**config.mk**
```make
export PLATFORM = sky130hd
export DESIGN_NAME = temporal_window_ctrl_flat
export DESIGN_NICKNAME = d
export VERILOG_FILES = /design/src/rtl/temporal_window_ctrl_if.sv /design/src/rtl/temporal_window_ctrl.sv /design/src/flat_wrapper.sv
export SDC_FILE = /design/constraint.sdc
export NUM_CORES = 1
export LEC_CHECK = 0
export ABC_CLOCK_PERIOD_IN_PS = 4200
export CORE_MARGIN = 2
export CORE_UTILIZATION = 58
export DETAILED_ROUTE_END_ITERATION = 7
export PLACE_DENSITY = 0.88
export SLEW_MARGIN = 5
export SYNTH_ARGS = -nofsm -noshare
export SYNTH_HDL_FRONTEND = slang
export SYNTH_SLANG_ARGS = --single-unit
export TNS_END_PERCENT = 5
```
**constraint.sdc**
```tcl
create_clock -name Clk_CI -period 4.2 [get_ports Clk_CI]
set_input_delay 0.84 -clock Clk_CI [delete_from_list [all_inputs] [get_ports Clk_CI]]
set_output_delay 0.84 -clock Clk_CI [all_outputs]
set_load 0.05 [all_outputs]
```
**src/rtl/temporal_window_ctrl_if.sv**
```systemverilog
// Handshake and control bundle between a temporal window controller and its
// surroundings: window control, upstream source, temporal encoder and downstream sink.
interface temporal_window_ctrl_if #(
  parameter int CNT_WIDTH = 16
);
  logic                 Start_SI;
  logic                 Abort_SI;
  logic [CNT_WIDTH-1:0] WindowLen_DI;
  logic                 Busy_SO;
  logic                 Done_SO;
  logic                 ValidIn_SI;
  logic                 ReadyOut_SO;
  logic                 EncValid_SO;
  logic                 EncReady_SI;
  logic                 EncValidOut_SI;
  logic                 EncReadyIn_SO;
  logic                 EncClear_SO;
  logic                 ValidOut_SO;
  logic                 ReadyIn_SI;
  logic                 LastOut_SO;

  modport slave (
    input  Start_SI, Abort_SI, WindowLen_DI, ValidIn_SI, EncReady_SI,
           EncValidOut_SI, ReadyIn_SI,
    output Busy_SO, Done_SO, ReadyOut_SO, EncValid_SO, EncReadyIn_SO,
           EncClear_SO, ValidOut_SO, LastOut_SO
  );

  modport master (
    output Start_SI, Abort_SI, WindowLen_DI, ValidIn_SI, EncReady_SI,
           EncValidOut_SI, ReadyIn_SI,
    input  Busy_SO, Done_SO, ReadyOut_SO, EncValid_SO, EncReadyIn_SO,
           EncClear_SO, ValidOut_SO, LastOut_SO
  );
endinterface

```
**src/rtl/temporal_window_ctrl.sv**
```systemverilog
// Sequences one temporal encoder over a window of spatial hypervectors: clears its
// history, admits WindowLen inputs, drops the NGRAM-1 warm-up outputs, flags the last.
`ifndef NGRAM_SIZE
`define NGRAM_SIZE 4
`endif

// state | meaning
// IDLE  | waiting for Start
// CLEAR | one-cycle encoder history clear
// RUN   | admitting inputs, draining/forwarding encoder outputs
// ABORT | one-cycle clear after an abandoned window
// DONE  | one-cycle completion pulse
module temporal_window_ctrl #(
  parameter int NGRAM     = `NGRAM_SIZE,
  parameter int CNT_WIDTH = 16
) (
  input  logic                  Clk_CI,
  input  logic                  Reset_RI,
  temporal_window_ctrl_if.slave win
);

  localparam logic [2:0] IDLE  = 3'd0;
  localparam logic [2:0] CLEAR = 3'd1;
  localparam logic [2:0] RUN   = 3'd2;
  localparam logic [2:0] ABORT = 3'd3;
  localparam logic [2:0] DONE  = 3'd4;

  localparam logic [CNT_WIDTH-1:0] WARMUP_LEN = CNT_WIDTH'(NGRAM - 1);

  logic [2:0]           state_q, state_d;
  logic [CNT_WIDTH-1:0] win_len_q, in_cnt_q, out_cnt_q;
  logic                 run, in_open, warm_up, at_last, in_fire, out_fire;

  assign run     = (state_q == RUN);
  assign in_open = (in_cnt_q < win_len_q);
  assign warm_up = (out_cnt_q < WARMUP_LEN);
  assign at_last = (out_cnt_q == win_len_q - CNT_WIDTH'(1));

  assign win.Busy_SO       = (state_q != IDLE);
  assign win.Done_SO       = (state_q == DONE);
  assign win.EncClear_SO   = (state_q == CLEAR) || (state_q == ABORT);
  assign win.EncValid_SO   = run & in_open & win.ValidIn_SI;
  assign win.ReadyOut_SO   = run & in_open & win.EncReady_SI;
  // Warm-up outputs are swallowed here, so the encoder never waits on downstream for them.
  assign win.EncReadyIn_SO = run & (warm_up | win.ReadyIn_SI);
  assign win.ValidOut_SO   = run & ~warm_up & win.EncValidOut_SI;
  assign win.LastOut_SO    = win.ValidOut_SO & at_last;

  assign in_fire  = win.ValidIn_SI & win.ReadyOut_SO;
  assign out_fire = win.EncValidOut_SI & win.EncReadyIn_SO;

  always_comb begin
    state_d = state_q;
    case (state_q)
      IDLE: begin
        if (win.Start_SI) state_d = (win.WindowLen_DI == '0) ? DONE : CLEAR;
      end
      CLEAR: state_d = win.Abort_SI ? ABORT : RUN;
      RUN: begin
        if (win.Abort_SI)             state_d = ABORT;
        else if (out_fire && at_last) state_d = DONE;
      end
      ABORT:   state_d = IDLE;
      DONE:    state_d = IDLE;
      default: state_d = IDLE;
    endcase
  end

  always_ff @(posedge Clk_CI) begin
    if (Reset_RI) begin
      state_q   <= IDLE;
      win_len_q <= '0;
      in_cnt_q  <= '0;
      out_cnt_q <= '0;
    end else begin
      state_q <= state_d;
      case (state_q)
        IDLE: begin
          if (win.Start_SI && (win.WindowLen_DI != '0)) win_len_q <= win.WindowLen_DI;
        end
        CLEAR: begin
          in_cnt_q  <= '0;
          out_cnt_q <= '0;
        end
        RUN: begin
          if (in_fire)              in_cnt_q  <= in_cnt_q + CNT_WIDTH'(1);
          // The final fire leaves OutCnt at WinLen-1; the window closes instead.
          if (out_fire && !at_last) out_cnt_q <= out_cnt_q + CNT_WIDTH'(1);
        end
        default: ;
      endcase
    end
  end

endmodule

```
**src/flat_wrapper.sv**
```systemverilog
// flat-port wrapper written by rule: the top's interface ports become plain ports
module temporal_window_ctrl_flat 
#(
  parameter int NGRAM     = `NGRAM_SIZE,
  parameter int CNT_WIDTH = 16
)
  (Clk_CI, Reset_RI, win_Start_SI, win_Abort_SI, win_WindowLen_DI, win_ValidIn_SI, win_EncReady_SI, win_EncValidOut_SI, win_ReadyIn_SI, win_Busy_SO, win_Done_SO, win_ReadyOut_SO, win_EncValid_SO, win_EncReadyIn_SO, win_EncClear_SO, win_ValidOut_SO, win_LastOut_SO);
  temporal_window_ctrl_if #(.CNT_WIDTH(CNT_WIDTH)) win_i ();
  input  logic Clk_CI;
  input  logic Reset_RI;
  input wire logic [$bits(win_i.Start_SI)-1:0] win_Start_SI;
  input wire logic [$bits(win_i.Abort_SI)-1:0] win_Abort_SI;
  input wire logic [$bits(win_i.WindowLen_DI)-1:0] win_WindowLen_DI;
  input wire logic [$bits(win_i.ValidIn_SI)-1:0] win_ValidIn_SI;
  input wire logic [$bits(win_i.EncReady_SI)-1:0] win_EncReady_SI;
  input wire logic [$bits(win_i.EncValidOut_SI)-1:0] win_EncValidOut_SI;
  input wire logic [$bits(win_i.ReadyIn_SI)-1:0] win_ReadyIn_SI;
  output wire logic [$bits(win_i.Busy_SO)-1:0] win_Busy_SO;
  output wire logic [$bits(win_i.Done_SO)-1:0] win_Done_SO;
  output wire logic [$bits(win_i.ReadyOut_SO)-1:0] win_ReadyOut_SO;
  output wire logic [$bits(win_i.EncValid_SO)-1:0] win_EncValid_SO;
  output wire logic [$bits(win_i.EncReadyIn_SO)-1:0] win_EncReadyIn_SO;
  output wire logic [$bits(win_i.EncClear_SO)-1:0] win_EncClear_SO;
  output wire logic [$bits(win_i.ValidOut_SO)-1:0] win_ValidOut_SO;
  output wire logic [$bits(win_i.LastOut_SO)-1:0] win_LastOut_SO;
  assign win_i.Start_SI = win_Start_SI;
  assign win_i.Abort_SI = win_Abort_SI;
  assign win_i.WindowLen_DI = win_WindowLen_DI;
  assign win_i.ValidIn_SI = win_ValidIn_SI;
  assign win_i.EncReady_SI = win_EncReady_SI;
  assign win_i.EncValidOut_SI = win_EncValidOut_SI;
  assign win_i.ReadyIn_SI = win_ReadyIn_SI;
  assign win_Busy_SO = win_i.Busy_SO;
  assign win_Done_SO = win_i.Done_SO;
  assign win_ReadyOut_SO = win_i.ReadyOut_SO;
  assign win_EncValid_SO = win_i.EncValid_SO;
  assign win_EncReadyIn_SO = win_i.EncReadyIn_SO;
  assign win_EncClear_SO = win_i.EncClear_SO;
  assign win_ValidOut_SO = win_i.ValidOut_SO;
  assign win_LastOut_SO = win_i.LastOut_SO;
  temporal_window_ctrl #(.NGRAM(NGRAM), .CNT_WIDTH(CNT_WIDTH)) u_core (.Clk_CI(Clk_CI), .Reset_RI(Reset_RI), .win(win_i));
endmodule
```
==> flow_summary.yaml, run 1 <==
route:
  post-route-drc-count: 0
  ant_nets: 0
  route.detailed.vias_per_inst: 6.226
  route.final.wire_length_mm: 8.177
  routedWlPerCell_um: 16.19
  detailroute.via_count: 3144
  drt-pass1-iter-count: 5
  first_iter_violations: 237
run_status:
  run_status: "finished clean"
sta:
  rsz0062_at_grt: "no"
  final_period_minus_worst_setup_slack_ns: 3.920
  slew-limit-headroom: 0.3273
  timing_worst_slew_pin_value_ns: 1.006
  period_utilization_post_route: 0.9334
  achievable-frequency_ghz: 0.2551
  hold_viol_final: 0
  fin_tns_setup_ns: 0
  timing.clock.skew_ns: 0.003180
  finalSetupViolCount: 0
  maxSlewViolCount: 0
placed_design:
  gpl.final_weighted_congestion: 0.9084
  portBuffers: 31
  detailed_place_hpwl_mm: 6.354
  post_dp_cell_area_um2: 3685
critical_path:
  start_kind: "flop"
  kind_of_cell_adding_the_most_delay_to_the_critical_path: "compound AO/OA/AOI/OAI gates"
  crit_path_top_delay_cell: "clkdlybuf4s50_1"
  worst-endpoint-required_ns: 3.36
  critical-path-max-stage-delay_ns: 0.79
  path_cells: "inv_1 -> ha_1 -> a21o_1 -> a211oi_1 -> o211ai_1 -> a21oi_1 -> and2_1 -> clkdlybuf4s50_1"
  setup.worst_path.start: "u_core.win_len_q[9]"
  number_of_buffers_and_inverters_on_the_critical_path: 2
  critical_path_peak_fanout: 4
  worst_setup_path_end_kind: "primary output"
  critical_path_arrival_ns: 3.08
  regToRegStartpoint: "u_core.win_len_q[0]"
  setup.worst_path.class: "flop to primary output"
power_and_ir_drop:
  power.density_cell_area_nw_per_um2: 302.2
  power.leakage_uw: 0.001458
  ir_worst_vdd_v: 0.0002400
clock_network:
  cts_num_sinks: 51
  cts_max_level: 2
  cts.path.max_buffers: 2
  clock_root_buffer: "clkbuf_8"
  number_of_cts_inserted_buffers: 5
  cts_setup_buffers: 0
  cts.clk_slew.worst_paths_ns: 0.09
  insertion_delay_ns: 0.30
  clock_tree_from_tritoncts: "done"
floorplan:
  initial_utilization: 0.5904
  ioPinCount: 32
  die-width_um: 80.94
  height_of_the_die_um: 80.94
  coreArea_um2: 5816
  fp.dieArea_um2: 6551
  placement_rows: 28
layout:
  final_nets: 471
  diodes: 0
  post_route_cells_drive_above_1_share: 0.06744
  synthToLayoutAreaGrowth_pct: 9.548
  post-route-util: 0.6467
  final_cell_area_um2: 3761
synth:
  post_synth_num_cell_types: 54
  postSynth.asyncResetShare: 0
  yosys.area.top_type_share: 0.2974
  main_combinational_cell_family_by_area_after_synthesis: "simple AND/OR/NAND/NOR gates"
  ys_seq_area_frac: 0.2974
  synth_compound_area_frac: 0.1163
  synth-seq-cells: 51
  synth_area_um2: 3433
  synth_area_per_inst_um2: 8.374
  synthesis.instances: 410
  yosysTopAreaCell: "dfxtp_1"
  synth.net_count: 452
  synth-warning-count: 0
  synth_top_cells_by_area: "dfxtp_1, mux2i_1, ha_1"
  synth_enable_flop_cells: 0
  synth_most_common_cell: "dfxtp_1"
  post_synth_fa_ha_maj_area_fraction: 0.06560
  ys_top_cells_by_count: "dfxtp_1, nor2_1, mux2i_1"
  synth_simple_gate_area_share: 0.2981
  synthMuxAreaShare: 0.07289
  synth_flop_cell: "dfxtp_1"
  xor_xnor_portion_of_the_synthesized_cell_area: 0.07908
global_routing:
  wire_length_of_the_first_global_routing_pass_mm: 13.55
  grt_start_max_net_pins: 27
  antenna_violations_before_repair: 0
  grt_pass1_vias: 2906
  grt.total_usage: 0.2655
  overflow: 0
hold_path:
  hp-class: "flop to flop"
  timing.hold.worst.start: "u_core.out_cnt_q[15]"
flow_run:
  cap_violations: 0
[worst paths after layout]
check	end	slack, ns	cells after the start
max	win_ReadyOut_SO	0.28	8
min	u_core.out_cnt_q[15]	0.53	2
max reg2reg	u_core.out_cnt_q[15]	0.80	11
min reg2reg	u_core.out_cnt_q[15]	0.53	2
[cell usage in the layout, fill, tap and decap left out, types with 4 or more instances in the layout]
cell	Yosys	final
nand3_1	15	15
or2_2	4	4
o21ai_0	13	13
a21oi_1	17	17
mux2i_1	25	25
inv_1	20	20
nor2_1	44	44
dfxtp_1	51	51
and3_1	6	6
ha_1	18	18
nor4_1	11	11
xor2_1	13	13
clkdlybuf4s50_1	0	30
nor2b_1	4	4
xnor2_1	18	18
o31ai_1	5	5
or3_1	10	10
or4_1	9	9
and2_1	7	7
a21o_1	6	6
nand4_1	17	17
nor3_1	10	10
o211ai_1	8	8
nand2_1	23	23
clkbuf_8	6	5
[report_power, final]
part | internal, µW | switching (µW)
registers | 502 | 31.9
logic | 139 | 188
clock network | 117 | 158
[metal layers]
metal / track usage / vias up / routed length (µm)
met4: 0.09322 / 0 / 174
met3: 0.03667 / 17 / 488
met2: 0.4545 / 123 / 3909
met5: 0 / - / 0
li1: - / 1520 / -
met1: 0.3411 / 1484 / 3604
[cells by family (layout without fill, tap and decap cells)]
kind of cell             after synthesis  in the layout
AO/OA/AOI/OAI                         62             62
multiplexers                          25             25
flip-flops                            51             51
AND/OR/NAND/NOR                      182            182
buffers and inverters                 41             61
XOR/XNOR                              31             31
adder cells (fa/ha/maj)               18             18
[timing repair]
item / in CTS / in global routing
hold buffers: 0 / 0
gates resized for setup: 1 / 3
endpoints found under the setup margin: 1 / 1
[worst reg2reg max path, delay by kind of cell, from the launching register on]
kind | cells | cell delay [ns]
xor+xnor | 1 | 0.16
fa+ha+maj | 1 | 0.31
simple gates | 3 | 1.14
flops | 1 | 0.50
buf+inv | 1 | 0.08
compound gates | 4 | 0.92
mux | 1 | 0.16
[flip-flops by register name, indices dropped and copies added (netlist names)]
register	flops
u_core.win_len_q	16
u_core.out_cnt_q	16
u_core.state_q	3
u_core.in_cnt_q	16
[layout make-up]
cell class	instances	area, µm²
repair buffers	33	320.3
clock inverters	1	5.005
clock buffers	7	76.32
multi-input cells	318	2170
fillers	514	2054
inverters	20	75.07
well taps	75	93.84
flip-flops and latches	51	1021
[through the flow]
step	hold slack, ns	std cells	setup WS (ns)	power (µW)
after floorplan	0.4510	410	0.4861	786.5
after global placement	0.4653	497	0.3963	851.0
after detailed placement	0.4976	497	0.2042	867.5
after CTS	0.5203	505	0.1541	1137
after global routing	0.5563	505	0.05596	1194
final	0.5302	505	0.2798	1136
No activity file was read; power rests on OpenSTA's default activity.
==> run 2, diff against run 1 <==
--- a/config.mk
+++ b/config.mk
@@ -9,7 +9,8 @@
 export CORE_MARGIN = 2
 export CORE_UTILIZATION = 58
 export DETAILED_ROUTE_END_ITERATION = 7
-export PLACE_DENSITY = 0.88
+export PLACE_DENSITY = 0.78
+export SKIP_LAST_GASP = 1
 export SLEW_MARGIN = 5
 export SYNTH_ARGS = -nofsm -noshare
 export SYNTH_HDL_FRONTEND = slang
==> flow_summary.yaml, run 2 (synthesized netlist as in run 1, its figures left out) <==
layout:
  synthToLayoutAreaGrowth_pct: 10.46
  layout_commonest_cell: "dfxtp_1"
  post_route_cells_drive_above_1_share: 0.06977
  final_nets: 472
  final.fill_count: 505
  layout_common_cells: "dfxtp_1, nor2_1, clkdlybuf4s50_1, mux2i_1, nand2_1"
  layout_top_registers: "u_core.in_cnt_q (16), u_core.out_cnt_q (16), u_core.win_len_q (16)"
  post-route-util: 0.6521
  diodes: 0
global_routing:
  wire_length_of_the_first_global_routing_pass_mm: 12.36
  antenna_violations_before_repair: 0
  grt_start_max_net_pins: 27
  overflow: 0
  grt.total_usage: 0.2425
  grt_pass1_vias: 2619
floorplan:
  height_of_the_die_um: 80.94
  die-width_um: 80.94
  fp.dieArea_um2: 6551
  ioPinCount: 32
  placement_rows: 28
  initial_utilization: 0.5904
  coreArea_um2: 5816
clock_network:
  number_of_cts_inserted_buffers: 5
  clock_root_buffer: "clkbuf_8"
  cts_hold_repair.buffers: 0
  clock_tree_from_tritoncts: "done"
  cts.path.max_buffers: 2
  cts_setup_buffers: 0
  cts.clk_slew.worst_paths_ns: 0.09
  cts_num_sinks: 51
  postCtsResizedCells: 0
  insertion_delay_ns: 0.30
  cts_max_level: 2
power_and_ir_drop:
  ir_worst_vdd_v: 0.0002505
  clkPwrFrac: 0.278
  p_int_uw: 815.8
  power.leakage_uw: 0.001472
  power.density_cell_area_nw_per_um2: 312.1
  swShare: 0.3107
  power.sequential.fraction: 0.451
  power.share.combinational: 0.271
  netSwitchingPower_uw: 367.8
sta:
  maxSlewViolCount: 0
  period_utilization_post_route: 0.9316
  slew-limit-headroom: 0.5180
  achievable-frequency_ghz: 0.2556
  fin_tns_setup_ns: 0
  hold_viol_final: 0
  timing_worst_slew_pin_value_ns: 0.7223
  timing.clock.skew_ns: 0.008159
  fin_worst_hold_slack_ns: 0.5031
  finalSetupViolCount: 0
  final_period_minus_worst_setup_slack_ns: 3.913
  rsz0062_at_grt: "no"
placed_design:
  gpl.final_weighted_congestion: 0.9337
  detailed_place_hpwl_mm: 5.914
  portBuffers: 31
route:
  route.detailed.vias_per_inst: 6.087
  first_iter_violations: 235
  route.final.wire_length_mm: 7.760
  post-route-drc-count: 0
  drt-pass1-iter-count: 5
  detailroute.via_count: 3074
  ant_nets: 0
  routedWlPerCell_um: 15.37
critical_path:
  critical_path_arrival_ns: 3.07
  worst_setup_path_end_kind: "primary output"
  kind_of_cell_adding_the_most_delay_to_the_critical_path: "buffers and inverters"
  critical_path_peak_fanout: 9
  crit_path_top_delay_cell: "clkdlybuf4s50_1"
  number_of_buffers_and_inverters_on_the_critical_path: 3
  critical-path-max-stage-delay_ns: 0.80
  regToRegStartpoint: "u_core.win_len_q[0]"
  start_kind: "flop"
  setup.worst_path.start: "u_core.win_len_q[9]"
  setup.worst_path.class: "flop to primary output"
  path_cells: "inv_1 -> ha_1 -> a21o_1 -> a211oi_1 -> a211oi_1 -> a21oi_1 -> buf_4 -> and2_1 -> clkdlybuf4s50_1"
  critical_path.most_common_cell: "a211oi_1"
  worst-endpoint-required_ns: 3.36
hold_path:
  hp-class: "flop to flop"
  timing.hold.worst.start: "u_core.in_cnt_q[15]"
run_status:
  run_status: "finished clean"
flow_run:
  cap_violations: 0
## run 2: power by group through the flow
stage / Clock, µW / Combinational, µW / Sequential [µW]
2_1_floorplan: 0 / 253 / 533
3_3_place_gp: 0 / 309 / 544
3_5_place_dp: 0 / 316 / 545
4_1_cts: 341 / 319 / 533
5_1_grt: 358 / 350 / 537
6_report: 329 / 321 / 534
## run 2: area by class of cell
type / count / area (µm²) / share of cell area
clock buffer: 6 / 72.57 / 0.01914
multi-input combinational: 318 / 2170 / 0.5721
tap: 75 / 93.84 / 0.02474
clock inverter: 1 / 30.03 / 0.007918
sequential: 51 / 1021 / 0.2692
timing repair buffer: 34 / 330.3 / 0.08710
inverter: 20 / 75.07 / 0.01980
## run 2: worst register-to-register path: cells and delay by family, from the launching register on
kind / cells / cell delay, ns
xor+xnor: 1 / 0.19
simple gates: 3 / 1.14
flops: 1 / 0.53
fa+ha+maj: 1 / 0.32
buf+inv: 1 / 0.10
mux: 1 / 0.15
compound gates: 4 / 0.86
## run 2: per-stage QoR
step / total power, µW / worst slack [ns] / std cells / cell area [µm²]
global route: 1246 / 0.1348 / 505 / 3792
finish: 1184 / 0.2873 / 505 / 3792
global placement: 853.2 / 0.7406 / 498 / 3690
detailed placement: 860.5 / 0.6769 / 498 / 3690
floorplan: 786.5 / 0.4861 / 410 / 3433
CTS: 1194 / 0.2821 / 505 / 3792
## run 2: final timing paths
path	end	slack, ns	depth (start not counted)
max	win_EncValid_SO	0.29	9
min	u_core.in_cnt_q[15]	0.50	2
max reg2reg	u_core.out_cnt_q[15]	0.80	11
min reg2reg	u_core.in_cnt_q[15]	0.50	2
## run 2: metal layers
metal | global-route usage | vias to the layer above | share of wire
met1 | 0.3359 | 1451 | 0.46
met5 | 0 | - | 0
met4 | 0.04237 | 0 | 0.0072
li1 | - | 1526 | -
met3 | 0.03667 | 6 | 0.051
met2 | 0.4050 | 91 | 0.48
==> run 3, diff against run 2 <==
--- a/config.mk
+++ b/config.mk
@@ -7,9 +7,10 @@
 export LEC_CHECK = 0
 export ABC_CLOCK_PERIOD_IN_PS = 4200
 export CORE_MARGIN = 2
-export CORE_UTILIZATION = 58
+export CORE_UTILIZATION = 64
 export DETAILED_ROUTE_END_ITERATION = 7
-export PLACE_DENSITY = 0.78
+export DONT_BUFFER_PORTS = 1
+export PLACE_DENSITY = 0.77
 export SKIP_LAST_GASP = 1
 export SLEW_MARGIN = 5
 export SYNTH_ARGS = -nofsm -noshare
==> flow_summary.yaml, run 3 (synthesized netlist as in run 1, its figures left out) <==
layout:
  final_nets: 440
  synthToLayoutAreaGrowth_pct: 0.5102
  post_route_cells_drive_above_1_share: 0.07305
  layout_top_registers: "u_core.in_cnt_q (16), u_core.out_cnt_q (16), u_core.win_len_q (16)"
  final_cell_area_um2: 3451
  diodes: 0
  layout_common_cells: "dfxtp_1, nor2_1, mux2i_1, nand2_1, inv_1"
  layout_commonest_cell: "dfxtp_1"
power_and_ir_drop:
  ir_worst_vdd_v: 0.0001884
  power.leakage_uw: 0.001338
  power.density_cell_area_nw_per_um2: 314.6
floorplan:
  die-width_um: 77.24
  placement_rows: 26
  initial_utilization: 0.6680
  fp.dieArea_um2: 5966
  coreArea_um2: 5140
  ioPinCount: 32
  height_of_the_die_um: 77.24
critical_path:
  worst-endpoint-required_ns: 3.36
  critical_path_peak_fanout: 9
  ff2ff_setup_slack_ns: 0.86
  setup.worst_path.class: "flop to primary output"
  start_kind: "flop"
  timing.rr.end: "u_core.out_cnt_q[1]"
  critical_path_arrival_ns: 2.92
  timing.reg2reg.worst_path_depth: 11
  worst_setup_path_end_kind: "primary output"
  regToRegStartpoint: "u_core.win_len_q[0]"
sta:
  finalSetupViolCount: 0
  final_period_minus_worst_setup_slack_ns: 3.757
  timing_worst_slew_pin_value_ns: 0.9994
  achievable-frequency_ghz: 0.2662
  fin_tns_setup_ns: 0
  rsz0062_at_grt: "no"
  hold_viol_final: 0
  period_utilization_post_route: 0.8944
  timing.clock.skew_ns: 0.008374
  maxSlewViolCount: 0
  slew-limit-headroom: 0.3318
route:
  route.detailed.vias_per_inst: 6.283
  post-route-drc-count: 0
  first_iter_violations: 277
  route.final.wire_length_mm: 7.729
  detailroute.via_count: 2934
  routedWlPerCell_um: 16.55
  ant_nets: 0
  drt-pass1-iter-count: 4
clock_network:
  clock_tree_from_tritoncts: "done"
  cts_num_sinks: 51
  cts.clk_slew.worst_paths_ns: 0.09
  insertion_delay_ns: 0.31
  cts_setup_buffers: 0
  cts_max_level: 2
  cts_hold_repair.buffers: 0
  clock_root_buffer: "clkbuf_8"
  cts.path.max_buffers: 2
  postCtsResizedCells: 0
  number_of_cts_inserted_buffers: 5
run_status:
  run_status: "finished clean"
flow_run:
  cap_violations: 0
global_routing:
  grt_start_max_net_pins: 27
  antenna_violations_before_repair: 0
  grt.total_usage: 0.2735
  grt_pass1_vias: 2772
  wire_length_of_the_first_global_routing_pass_mm: 13.15
  overflow: 0
hold_path:
  timing.hold.worst.start: "u_core.in_cnt_q[15]"
  worstHoldEndpoint: "u_core.in_cnt_q[15]"
  hp-class: "flop to flop"
  worst_hold_path.num_cells: 2
placed_design:
  gpl.final_weighted_congestion: 0.9032
  portBuffers: 0
  detailed_place_hpwl_mm: 5.916
  post_dp_cell_area_um2: 3378
run 3: layout make-up:
| cell class | count | area (µm²) |
|---|---|---|
| multi-input cells | 318 | 2180 |
| flip-flops and latches | 51 | 1021 |
| inverters | 20 | 75.07 |
| well taps | 70 | 87.58 |
| fillers | 475 | 1689 |
| repair buffers | 2 | 15.01 |
| clock buffers | 6 | 72.57 |
run 3: through the flow:
| step | hold slack (ns) | instances | worst slack, ns | utilization | total power, µW |
|---|---|---|---|---|---|
| floorplan | 0.4510 | 410 | 0.4861 | - | 786.5 |
| global placement | 0.4651 | 461 | 0.9316 | 0.6573 | 816.7 |
| detailed placement | 0.4770 | 461 | 0.8211 | 0.6573 | 826.0 |
| CTS | 0.4884 | 467 | 0.4689 | 0.6714 | 1089 |
| global route | 0.5269 | 467 | 0.2417 | 0.6714 | 1141 |
| finish | 0.4842 | 467 | 0.4435 | 0.6714 | 1086 |
run 3: worst max-delay path by stage:
stage	from	to	slack, ns	cells after the start
after floorplan	u_core.win_len_q[0]	win_LastOut_SO	0.49	11
after global placement	u_core.win_len_q[0]	win_LastOut_SO	0.93	10
after detailed placement	u_core.win_len_q[0]	win_LastOut_SO	0.82	10
after CTS	u_core.win_len_q[0]	win_LastOut_SO	0.47	10
after global routing	u_core.win_len_q[0]	win_LastOut_SO	0.24	10
final	u_core.win_len_q[0]	win_LastOut_SO	0.44	10
run 3: per-layer routing:
layer | vias up | routed length (µm) | GRT usage
met5 | - | 0 | 0
met4 | 0 | 136 | 0.08214
met3 | 15 | 345 | 0.05412
met2 | 58 | 3717 | 0.4583
met1 | 1402 | 3529 | 0.3551
li1 | 1459 | - | -
run 3: worst max-delay path, cell delays in order (launching register included):
cell	delay, ns
dfxtp_1	0.48
inv_1	0.08
ha_1	0.31
xnor2_1	0.18
o21ai_0	0.09
a2111oi_0	0.43
o211ai_1	0.20
nor3_1	0.25
nand4_1	0.13
nor3_1	0.23
buf_4	0.24
run 3: report_power, final:
group | internal [µW] | switching [µW] | leakage [µW]
registers | 502 | 30.8 | 0.000414
clock network | 112 | 158 | 0.0000371
logic | 111 | 172 | 0.000887
